--- src/rtl/instr_fetch.sv ---
// instr_fetch: program counter, single-outstanding imem requests, {word, pc} buffer and redirect flush.
// Optional macro IFETCH_PREFETCH_EN selects a two-entry buffer, so fetching can continue behind a decode stall.
module instr_fetch #(
  parameter logic [31:0] RESET_PC = 32'h0000_0000,
  parameter logic [31:0] PC_STEP  = 32'd4
) (
  input  logic        clk,
  input  logic        resetN,
  output logic        imemReq,
  output logic [31:0] imemAddr,
  input  logic [31:0] imemRdata,
  input  logic        imemValid,
  output logic [31:0] instruct,
  output logic [31:0] instrPc,
  output logic        instrValid,
  input  logic        instrReady,
  input  logic        redirect,
  input  logic [31:0] redirectPc
);
`ifdef IFETCH_PREFETCH_EN
  localparam int DEPTH = 2;
`else
  localparam int DEPTH = 1;
`endif
  localparam int CW = $clog2(DEPTH + 1);
  localparam logic [CW-1:0] FULL = CW'(DEPTH);

  typedef enum logic [1:0] {FETCH, WAIT, DROP} state_t;

  state_t        state_reg, state_next;
  logic [31:0]   fetch_pc_reg, fetch_pc_next;
  logic [CW-1:0] count_reg, count_next, wr_idx;
  logic [31:0]   word_reg [DEPTH];
  logic [31:0]   word_next [DEPTH];
  logic [31:0]   pc_reg [DEPTH];
  logic [31:0]   pc_next [DEPTH];
  logic          push, pop, flush, req;

  // Outputs are forced to their reset values while resetN is low, even before the first edge.
  assign instrValid = resetN && (count_reg != '0);
  assign instruct   = instrValid ? word_reg[0] : 32'h0;
  assign instrPc    = instrValid ? pc_reg[0] : 32'h0;
  assign imemReq    = resetN && req;
  assign imemAddr   = resetN ? fetch_pc_reg : RESET_PC;

  assign pop    = instrValid && instrReady && !redirect;
  assign wr_idx = count_reg - CW'(pop);

  always_comb begin
    state_next    = state_reg;
    fetch_pc_next = fetch_pc_reg;
    req           = 1'b0;
    push          = 1'b0;
    flush         = 1'b0;
    if (redirect) begin
      flush         = 1'b1;
      fetch_pc_next = redirectPc;
    end
    case (state_reg)
      FETCH: begin
        if (!redirect && (count_reg < FULL)) begin
          req        = 1'b1;
          state_next = WAIT;
        end
      end
      WAIT: begin
        if (imemValid) begin
          state_next = FETCH;
          if (!redirect) begin
            push          = 1'b1;
            fetch_pc_next = fetch_pc_reg + PC_STEP;
          end
        end else if (redirect) begin
          state_next = DROP;
        end
      end
      DROP: begin
        if (imemValid) begin
          state_next = FETCH;
        end
      end
      default: state_next = FETCH;
    endcase
  end

  // Head is always entry 0: a pop shifts entries down, a push lands just above the survivors.
  always_comb begin
    for (int i = 0; i < DEPTH; i++) begin
      word_next[i] = word_reg[i];
      pc_next[i]   = pc_reg[i];
    end
    if (pop) begin
      for (int i = 0; i + 1 < DEPTH; i++) begin
        word_next[i] = word_reg[i + 1];
        pc_next[i]   = pc_reg[i + 1];
      end
    end
    if (push) begin
      for (int i = 0; i < DEPTH; i++) begin
        if (wr_idx == CW'(i)) begin
          word_next[i] = imemRdata;
          pc_next[i]   = fetch_pc_reg;
        end
      end
    end
    count_next = flush ? '0 : (count_reg + CW'(push) - CW'(pop));
  end

  always_ff @(posedge clk) begin
    if (!resetN) begin
      state_reg    <= FETCH;
      fetch_pc_reg <= RESET_PC;
      count_reg    <= '0;
      for (int i = 0; i < DEPTH; i++) begin
        word_reg[i] <= 32'h0;
        pc_reg[i]   <= 32'h0;
      end
    end else begin
      state_reg    <= state_next;
      fetch_pc_reg <= fetch_pc_next;
      count_reg    <= count_next;
      for (int i = 0; i < DEPTH; i++) begin
        word_reg[i] <= word_next[i];
        pc_reg[i]   <= pc_next[i];
      end
    end
  end

endmodule

--- config.mk ---
export PLATFORM = sky130hd
export DESIGN_NAME = instr_fetch
export DESIGN_NICKNAME = d
export VERILOG_FILES = /design/src/rtl/instr_fetch.sv
export SDC_FILE = /design/constraint.sdc
export NUM_CORES = 1
export LEC_CHECK = 0
export CAP_MARGIN = 10
export CORE_MARGIN = 4
export CORE_UTILIZATION = 46
export DETAILED_ROUTE_END_ITERATION = 8
export PLACE_DENSITY = 0.85
export SLEW_MARGIN = 20
export SYNTH_ARGS = -nofsm -noshare
export SYNTH_HDL_FRONTEND = slang
export SYNTH_SLANG_ARGS = --single-unit
--- constraint.sdc ---
create_clock -name clk -period 2.7 [get_ports clk]
set_input_delay 0.81 -clock clk [delete_from_list [all_inputs] [get_ports clk]]
set_output_delay 0.81 -clock clk [all_outputs]
set_load 0.02 [all_outputs]
==> reports/metrics.cfg <==
[setup_path]
r2r_end=pc_reg[0][17]$_SDFFE_PN0P_
path_class=input pin to output pin
required_ps=1890
cp.arrival_ps=1830
endpoint=imemAddr[30]
worstPathMaxFanout=11
crit_path_start=resetN
critPathLaunchType=input pin
regToRegStartpoint=count_reg$_SDFF_PP0_
rr_worst_depth=6
end_kind=output pin
rrSetupSlack_ps=720

[synth]
ys_warn_count=0
synthFlopType=dfxtp_1
ys_seq_area_share_pct=40.3
syn_inst=618
synth_top_cells_by_count=nand2_1, dfxtp_1, and3_1
ys_async_sr_fraction_pct=0
synth_top_area_share_pct=40.3
synth-seq-cells=99
syn_area_um2=4920
yosysUniqueCellTypes=39
syn_nets=688
synth.area.top_cells=dfxtp_1, nand2_1, a21boi_0, and3_1, and2_1
avgSynthCellArea_um2=7.95
synth_top_area_cell=dfxtp_1
synth_most_common_cell=nand2_1
synth_edf_count=0

[detailed_routing]
highest_layer=met4
first_pass_iters=4
wl_met1_um=5560
dr_wl_met2_um=7130
via_per_inst=5.23
wl_per_cell_um=15.1
detail-route-antenna-nets=0
routed_wirelength_um=13700
vias=4760
first_iter_violations=284
drcViolationCount=0
wl_met3_um=751

[placed_design]
dp.cells=895
globalplace.congestion=0.855
dp_hpwl_um=10300
numPortBuffers=166

[floorplan]
core_area_um2=10400
start_util_pct=47.4
num_rows=37
die_h_um=111
die_x_um=111
die_area_um2=12400
io_pins=167

[power_and_ir_drop]
powerDensity_nw_per_um2=437
leakagePower_nw=3.18
power_mw=3.03
peakVddDrop_uv=249

[final_layout]
fillers=884
area_growth_pct=41.1
drive_above_1_share_pct=7.11
fin_cells=910
antenna_cells=0
nNetsFinal=840

[timing]
period_needed_ps=2640
drv_slew=0
hold_viol_final=0
fmax_mhz=378
finalSetupViolCount=0
slew_headroom_pct=67.6
max_slew.worst_pin.slew_ps=473
rsz0062_at_grt=no
period_share_pct=97.9
finalClockSkew_ps=12.4

[clocking]
clkSinkCount=99
cts_buffers=9
cts_tree=done
clk_path_buf_depth=2
cts_root_buf=clkbuf_8
post_cts_buffers=0
clk_pin_slew_ps=80
htree_levels=3
clk_latency_ps=360

[run]
maxCapViolCount=0

[worst_hold_path]
hold_path_depth=2
hold_class=flop to flop

[outcome]
status=finished clean

[global_route]
antenna_found_initial=0
grt_pass1_wl_um=22500
grt_start_max_net_pins=48
grt_pass1_vias=4710
grt_overflow=0
grt.total_usage_pct=21.6

power by group:
part           internal, mW  switching [mW]
Sequential             1.51          0.0581
Combinational         0.206           0.171
Clock                 0.609           0.481
Total                  2.32           0.711
kinds of logic after synthesis:
logic type	synth area share (%)
buffers and inverters	4.38
flip-flops	40.3
multiplexers	1.04
AND/OR/NAND/NOR	33.4
XOR/XNOR	4.81
AO/OA/AOI/OAI	15.8
adder cells (fa/ha/maj)	0.254
layout make-up:
type                            count  area, um2  area share, %
Tap cell                          136        170           2.45
Clock inverter                      5        103           1.48
Sequential cell                    99       1980           28.6
Clock buffer                       10        128           1.84
Timing Repair Buffer              194       1820           26.2
Inverter                            2       7.51          0.108
Multi-Input combinational cell    464       2730           39.3
how the worst min path moves through the flow:
| stage | startpoint | end | slack (ps) |
|---|---|---|---|
| floorplan | pc_reg[0][19]$_SDFFE_PN0P_ | pc_reg[0][19]$_SDFFE_PN0P_ | 440 |
| global placement | pc_reg[0][4]$_SDFFE_PN0P_ | pc_reg[0][4]$_SDFFE_PN0P_ | 440 |
| detailed placement | pc_reg[0][4]$_SDFFE_PN0P_ | pc_reg[0][4]$_SDFFE_PN0P_ | 450 |
| CTS | pc_reg[0][4]$_SDFFE_PN0P_ | pc_reg[0][4]$_SDFFE_PN0P_ | 460 |
| global route | pc_reg[0][1]$_SDFFE_PN0P_ | pc_reg[0][1]$_SDFFE_PN0P_ | 480 |
| finish | pc_reg[0][11]$_SDFFE_PN0P_ | pc_reg[0][11]$_SDFFE_PN0P_ | 460 |
layer usage:
| metal | up-vias | track usage (%) |
|---|---|---|
| met3 | 22 | 3.64 |
| met4 | 0 | 7.46 |
| li1 | 2392 | - |
| met5 | - | 0 |
| met2 | 139 | 39.4 |
| met1 | 2207 | 25.5 |
timing repair:
action,CTS,global route
gates resized for setup,101,0
setup endpoints to repair,97,0
hold buffers,0,0
worst max-delay path, cell delays in order:
cell and delay [ps]:
buf_4 220, and2_1 160, clkdlybuf4s50_1 640
layout by cell type, fill, tap and decap left out, types with 4 or more instances in the layout:
| cell | Yosys | layout |
|---|---|---|
| a21boi_0 | 65 | 65 |
| a21oi_1 | 14 | 14 |
| dfxtp_1 | 99 | 98 |
| xor2_1 | 12 | 12 |
| nor2_1 | 6 | 6 |
| nand2b_1 | 5 | 5 |
| nor2b_1 | 4 | 4 |
| and2_1 | 41 | 41 |
| buf_4 | 0 | 23 |
| nand4_1 | 12 | 12 |
| buf_12 | 0 | 6 |
| xnor2_1 | 15 | 15 |
| o211a_1 | 4 | 4 |
| nor4_1 | 5 | 5 |
| nand2_1 | 144 | 144 |
| dlygate4sd2_1 | 0 | 96 |
| and3_1 | 69 | 69 |
| nand3_1 | 14 | 14 |
| clkdlybuf4s50_1 | 0 | 68 |
| o21ai_0 | 26 | 26 |
| clkbuf_8 | 0 | 9 |
| mux2i_1 | 4 | 4 |
through the flow:
step / setup slack (ps) / hold slack [ps] / instance area, um2 / TNS [ps] / utilization (%)
after floorplan: 89.1 / 439 / 4920 / 0 / -
after global placement: -308 / 444 / 6830 / -13090 / 65.9
after detailed placement: -371 / 453 / 6830 / -15770 / 65.9
after CTS: 50.7 / 465 / 6940 / 0 / 66.9
after global routing: 24.3 / 482 / 6940 / 0 / 66.9
final: 57.7 / 461 / 6940 / 0 / 66.9
(Power assumes the default switching activity.)
